File: src/rtl/dma_channel_ctrl.sv
// dma_channel_ctrl: splits a mem-to-mem copy into SEG_BYTES segments and sequences Read/Write_Master
// Ports:
//   clk, reset_n                       clock, asynchronous active-low reset
//   i_start, i_abort                   command pulse (IDLE only), abort request (while busy)
//   i_src_addr, i_dst_addr, i_total_len command: byte addresses and byte length
//   o_rd_start/o_rd_addr/o_rd_len      segment launch to Read_Master
//   i_rd_done, i_rd_err                Read_Master segment complete / error pulses
//   o_wr_start/o_wr_addr/o_wr_len      segment launch to Write_Master
//   i_wr_done, i_wr_err                Write_Master segment complete / error pulses
//   o_busy, o_done                     command in progress, one-cycle completion pulse
//   o_error, o_aborted                 sticky status until next accepted command
//   o_bytes_done                       bytes in fully completed segments
module dma_channel_ctrl #(
    parameter int ADDR_WIDTH = 32,
    parameter int LEN_WIDTH  = 32,
    parameter int SEG_BYTES  = 256
) (
    input  logic                  clk,
    input  logic                  reset_n,
    input  logic                  i_start,
    input  logic                  i_abort,
    input  logic [ADDR_WIDTH-1:0] i_src_addr,
    input  logic [ADDR_WIDTH-1:0] i_dst_addr,
    input  logic [LEN_WIDTH-1:0]  i_total_len,
    output logic                  o_rd_start,
    output logic [ADDR_WIDTH-1:0] o_rd_addr,
    output logic [LEN_WIDTH-1:0]  o_rd_len,
    input  logic                  i_rd_done,
    input  logic                  i_rd_err,
    output logic                  o_wr_start,
    output logic [ADDR_WIDTH-1:0] o_wr_addr,
    output logic [LEN_WIDTH-1:0]  o_wr_len,
    input  logic                  i_wr_done,
    input  logic                  i_wr_err,
    output logic                  o_busy,
    output logic                  o_done,
    output logic                  o_error,
    output logic                  o_aborted,
    output logic [LEN_WIDTH-1:0]  o_bytes_done
);
    typedef enum logic [1:0] {IDLE, LAUNCH, WAIT, DONE} state_t;
    localparam logic [LEN_WIDTH-1:0]  SEG   = LEN_WIDTH'(SEG_BYTES);
    localparam logic [LEN_WIDTH-1:0]  LMASK = ~LEN_WIDTH'(3);
    localparam logic [ADDR_WIDTH-1:0] AMASK = ~ADDR_WIDTH'(3);
    state_t                state_q, state_d;
    logic [ADDR_WIDTH-1:0] rd_addr_q, rd_addr_d, wr_addr_q, wr_addr_d;
    logic [LEN_WIDTH-1:0]  len_q, len_d, rem_q, rem_d, bytes_q, bytes_d;
    logic                  rd_seen_q, rd_seen_d, wr_seen_q, wr_seen_d;
    logic                  err_q, err_d, abt_q, abt_d, error_q, error_d, aborted_q, aborted_d;
    always_comb begin
        state_d   = state_q;
        rd_addr_d = rd_addr_q;
        wr_addr_d = wr_addr_q;
        len_d     = len_q;
        rem_d     = rem_q;
        bytes_d   = bytes_q;
        rd_seen_d = rd_seen_q;
        wr_seen_d = wr_seen_q;
        err_d     = err_q;
        abt_d     = abt_q;
        error_d   = error_q;
        aborted_d = aborted_q;
        case (state_q)
            IDLE: if (i_start) begin
                error_d   = 1'b0;
                aborted_d = 1'b0;
                bytes_d   = '0;
                err_d     = 1'b0;
                abt_d     = 1'b0;
                rem_d     = i_total_len & LMASK;
                if (rem_d == '0) begin
                    state_d = DONE;
                end else begin
                    rd_addr_d = i_src_addr & AMASK;
                    wr_addr_d = i_dst_addr & AMASK;
                    len_d     = (rem_d > SEG) ? SEG : rem_d;
                    state_d   = LAUNCH;
                end
            end
            LAUNCH: begin
                rd_seen_d = 1'b0;
                wr_seen_d = 1'b0;
                abt_d     = abt_q | i_abort;
                state_d   = WAIT;
            end
            WAIT: begin
                rd_seen_d = rd_seen_q | i_rd_done;
                wr_seen_d = wr_seen_q | i_wr_done;
                err_d     = err_q | i_rd_err | i_wr_err;
                abt_d     = abt_q | i_abort;
                // Segment boundary: abort/error only stop the command here, never mid-segment.
                if (rd_seen_d && wr_seen_d) begin
                    rem_d   = rem_q - len_q;
                    bytes_d = bytes_q + len_q;
                    if (rem_d == '0 || err_d || abt_d) begin
                        error_d   = err_d;
                        aborted_d = abt_d;
                        state_d   = DONE;
                    end else begin
                        rd_addr_d = rd_addr_q + ADDR_WIDTH'(len_q);
                        wr_addr_d = wr_addr_q + ADDR_WIDTH'(len_q);
                        len_d     = (rem_d > SEG) ? SEG : rem_d;
                        state_d   = LAUNCH;
                    end
                end
            end
            default: state_d = IDLE;
        endcase
    end
    always_ff @(posedge clk or negedge reset_n) begin
        if (!reset_n) begin
            state_q   <= IDLE;
            rd_addr_q <= '0;
            wr_addr_q <= '0;
            len_q     <= '0;
            rem_q     <= '0;
            bytes_q   <= '0;
            rd_seen_q <= 1'b0;
            wr_seen_q <= 1'b0;
            err_q     <= 1'b0;
            abt_q     <= 1'b0;
            error_q   <= 1'b0;
            aborted_q <= 1'b0;
        end else begin
            state_q   <= state_d;
            rd_addr_q <= rd_addr_d;
            wr_addr_q <= wr_addr_d;
            len_q     <= len_d;
            rem_q     <= rem_d;
            bytes_q   <= bytes_d;
            rd_seen_q <= rd_seen_d;
            wr_seen_q <= wr_seen_d;
            err_q     <= err_d;
            abt_q     <= abt_d;
            error_q   <= error_d;
            aborted_q <= aborted_d;
        end
    end
    assign o_rd_start   = state_q == LAUNCH;
    assign o_wr_start   = state_q == LAUNCH;
    assign o_rd_addr    = rd_addr_q;
    assign o_wr_addr    = wr_addr_q;
    assign o_rd_len     = len_q;
    assign o_wr_len     = len_q;
    assign o_busy       = state_q == LAUNCH || state_q == WAIT;
    assign o_done       = state_q == DONE;
    assign o_error      = error_q;
    assign o_aborted    = aborted_q;
    assign o_bytes_done = bytes_q;
endmodule

File: config.mk
export PLATFORM = sky130hd
export DESIGN_NAME = dma_channel_ctrl
export DESIGN_NICKNAME = d
export VERILOG_FILES = /design/src/rtl/dma_channel_ctrl.sv
export SDC_FILE = /design/constraint.sdc
export NUM_CORES = 1
export LEC_CHECK = 0
export ABC_AREA = 1
export BUFFER_PORTS_ARGS = -buffer_cell sky130_fd_sc_hd__buf_2
export CAP_MARGIN = 20
export CORE_ASPECT_RATIO = 1.5
export CORE_MARGIN = 5
export CORE_UTILIZATION = 58
export DETAILED_ROUTE_END_ITERATION = 6
export PLACE_DENSITY = 0.83
export SLEW_MARGIN = 30
export SYNTH_ARGS = -nofsm -noshare
export SYNTH_HDL_FRONTEND = slang
export SYNTH_SLANG_ARGS = --single-unit
File: constraint.sdc
create_clock -name clk -period 3.75 [get_ports clk]
set_input_delay 0.5625 -clock clk [delete_from_list [all_inputs] [get_ports clk]]
set_output_delay 0.5625 -clock clk [all_outputs]
set_load 0.01 [all_outputs]
==> run_results.csv <==
group,metric,value,unit
hold_path,hold_path_class,"input pin to async pin",
synthesis,synth-edff-count,0,
global_routing,grt_pass1_wl,90500,um
worst_setup_path,critical_path.max_stage_delay,430,ps
timing,finalHoldViolCount,0,
clocking,cts-root-buf,"clkbuf_16",
drt,drt_first_pass_iters,6,
finish,syn_to_final_growth,14.1,%
worst_setup_path,r2r-start,"rem_q[0]$_DFFE_PN0P_",
worst_setup_path,critPathSlowestCell,"fa_1",
worst_setup_path,critPathLaunchType,"flop",
placement,gp_congestion,1.05,
timing,period_share,92.8,%
synthesis,synth.largest_area_cell,"dfrtp_1",
drt,drc,0,
synthesis,ys_seq_area_share,26.6,%
pwr,p_per_area,695,nW/um^2
synthesis,ys_types,45,
timing,rsz0062_at_grt,"false",
global_routing,antenna_found_initial,1,
run,cap_violations,0,
drt,drtIter0Drc,1319,
global_routing,grt_overflow,0,
clocking,tritoncts,"done",
worst_setup_path,cp.required,4150,ps
worst_setup_path,path_class,"flop to flop",
worst_setup_path,crit_top_cell,"nand2_1",
drt,wl,60200,um
worst_setup_path,cp.arrival,3880,ps
timing,fin_crit,3480,ps
placement,place.detailed.hpwl,46600,um
worst_setup_path,crit_buf_inv,3,
clocking,clk_transition_reported_paths,80,ps
worst_setup_path,path_delay_family,"simple AND/OR/NAND/NOR gates",
pwr,p_total,12600,uW
worst_setup_path,endpoint_kind,"flop",
clocking,cts.sinks,168,
floorplan,start_util,58.3,%
synthesis,postSynthCellCount,2514,
floorplan,core.rowCount,74,
finish,drive_gt1_share,13.7,%
clocking,clk_latency,470,ps
global_routing,grt_max_degree,76,
clocking,numCtsBuffers,17,
worst_setup_path,critPathMaxFanout,53,
clocking,cts_buffer_depth,2,
timing,setup_viol,0,
clocking,htreeDepth,4,
timing,fmax,287,MHz
worst_setup_path,r2r_slack,270,ps
drt,num_vias,17800,
timing,setup_tns,0,ps
synthesis,syn_area,15800,sq um
status,status,"finished, final reports clean",
worst_setup_path,path_cells,"inv_1 > ha_1 > fa_1 > inv_1 > nand3_1 > nand2_1 > nand2_1 > nand2_1 > nand3_1 > nand4_1 > nand2_1 > nor2_1 > nand2_1 > nor2_2 > nand3_1 > nand2_1 > nand2_2 > nand2_4 > buf_12 > nand2_1 > nand2_1",
synthesis,synth_seq_cells,168,
worst_setup_path,r2r_cells,21,
floorplan,die_w,145,um
synthesis,ys_warn_count,0,
global_routing,grt_pass1_vias,17200,
timing,fin_skew,12.7,ps
synthesis,synth_ff_type,"dfrtp_1",
drt,drt-wirelength-per-cell,19.4,um
synthesis,async_flop_share,100,%
drt,viasPerCell,5.74,
pwr,power.leakage,0.0104,uW
clocking,hold_buffers,0,
synthesis,netlist_top_cells_area,"dfrtp_1 (27%), nand2_1 (19%), ha_1 (10%)",
timing,max_slew_margin,40.9,%
synthesis,synth_top_area_share,26.6,%
floorplan,io_pins,270,
timing,slew_viol_final,0,
floorplan,core_area,27100,sq um
global_routing,grtUsageTotal,38.4,%
placement,portBuffers,263,
drt,postRouteAntennaNets,0,
pwr,peakVddDrop,0.503,mV
synthesis,syn_area_per_cell,6.30,sq um
floorplan,dieHeight,212,um
synthesis,syn_nets,2751,
timing,worst_slew_pin_slew,887,ps
worst_setup_path,r2r-end,"o_wr_addr[14]$_DFFE_PN0P_",
floorplan,die-area,30800,sq um
finish,final_nets,2991,
-- worst reg2reg max path: cells and delay by family (launching register included) --
family | cells | cell delay (ps)
simple gates | 16 | 1960
flops | 1 | 350
fa+ha+maj | 2 | 620
buf+inv | 3 | 500
-- metal layers --
layer / part of all wire (%) / global-route usage, % / routed length [um]
met1: 36 / 42.4 / 21700
met2: 48 / 65.3 / 28900
met3: 7.8 / 7.13 / 4710
met4: 8.3 / 27.2 / 4970
met5: 0.028 / 0 / 17
-- state kept, by name, indices dropped and copies added (netlist names) --
name,count
o_bytes_done,32
o_rd_addr,32
o_rd_len,32
o_wr_addr,32
rem_q,32
state_q,2
abt_q,1
err_q,1
o_aborted,1
o_error,1
rd_seen_q,1
wr_seen_q,1
-- kinds of logic after synthesis --
kind of cell	Yosys count	share of synthesized area, %
adder cells (fa/ha/maj)	133	10.7
flip-flops	168	26.6
AO/OA/AOI/OAI	424	14.9
XOR/XNOR	31	1.72
AND/OR/NAND/NOR	1354	35.3
buffers and inverters	404	10.8
-- report_power, final --
part | switching [uW] | total (uW) | internal [uW]
logic | 5370 | 7890 | 2520
registers | 460 | 2840 | 2380
clock network | 932 | 1830 | 895
-- placed cells by master (no fill, tap or decap), types with 5 or more instances in the layout --
cell type / n
a21boi_0: 10
or2_2: 18
nor2_2: 5
buf_4: 47
nand2_2: 5
a31oi_1: 18
nand3b_1: 14
o21a_1: 9
dfrtp_1: 168
a21o_1: 21
clkbuf_16: 17
o31ai_1: 15
nor3_1: 20
inv_1: 308
nand3_1: 188
xnor2_1: 14
nor4_1: 7
xor2_1: 17
nor2_1: 248
ha_1: 128
nand2_1: 810
o21bai_1: 9
a21oi_1: 211
o21ai_0: 114
buf_2: 262
nand4_1: 26
-- cells in the mapped netlist, types with 2 or more instances --
library cell	instances
buf_1	8
or2_2	18
inv_1	310
nor2_1	248
o221ai_1	4
nor2_2	5
ha_1	129
nand3_1	188
nor3_1	20
o21bai_1	9
nand3b_1	14
a21boi_0	10
o31ai_1	15
buf_2	4
and2_1	4
buf_6	8
o2111ai_1	2
and3_1	3
a22o_1	2
buf_4	33
nand2_1	811
o21a_1	9
clkbuf_1	40
a31oi_1	18
or4_1	2
xnor2_1	14
a21o_1	21
xor2_1	17
nand4_1	26
a21oi_1	211
a221oi_1	4
nand2_2	5
dfrtp_1	168
o21ai_0	114
fa_1	4
nor4_1	7
-- timing repair --
item / CTS / global route
setup buffers: 0 / 1
endpoints found under the setup margin: 0 / 23
gates resized for setup: 0 / 3
-- stage by stage --
| step | utilization, % | hold WS (ps) | cell area [sq um] | setup slack (ps) | instances |
|---|---|---|---|---|---|
| 2_1_floorplan | - | 267 | 15800 | 924 | 2514 |
| 3_3_place_gp | 64.3 | 452 | 17400 | 376 | 3075 |
| 3_5_place_dp | 64.3 | 458 | 17400 | 234 | 3075 |
| 4_1_cts | 66.4 | 107 | 18000 | 227 | 3107 |
| 5_1_grt | 66.6 | 130 | 18100 | 50.4 | 3109 |
| 6_report | 66.6 | 73.7 | 18100 | 271 | 3111 |
-- how the worst max path moves through the flow --
| stage | startpoint | endpoint | slack (ps) | depth (start not counted) |
|---|---|---|---|---|
| floorplan | o_rd_len[0]$_DFFE_PN0P_ | o_rd_len[1]$_DFFE_PN0P_ | 920 | 23 |
| global placement | o_rd_len[0]$_DFFE_PN0P_ | o_rd_len[27]$_DFFE_PN0P_ | 380 | 20 |
| detailed placement | rem_q[0]$_DFFE_PN0P_ | o_rd_len[24]$_DFFE_PN0P_ | 230 | 21 |
| CTS | o_rd_len[0]$_DFFE_PN0P_ | o_rd_len[24]$_DFFE_PN0P_ | 230 | 20 |
| global route | rem_q[0]$_DFFE_PN0P_ | o_rd_addr[27]$_DFFE_PN0P_ | 50 | 21 |
| finish | rem_q[0]$_DFFE_PN0P_ | o_wr_addr[14]$_DFFE_PN0P_ | 270 | 21 |
-- final cells by class --
class | instances | area, sq um
flip-flops and latches | 168 | 4200
fillers | 2561 | 9060
well taps | 342 | 428
repair buffers | 313 | 1740
multi-input cells | 1942 | 9930
repair inverters | 1 | 7.51
clock inverters | 14 | 155
diodes | 2 | 5.00
inverters | 311 | 1170
clock buffers | 18 | 429
Note: power is estimated with default switching activity, not from simulation.
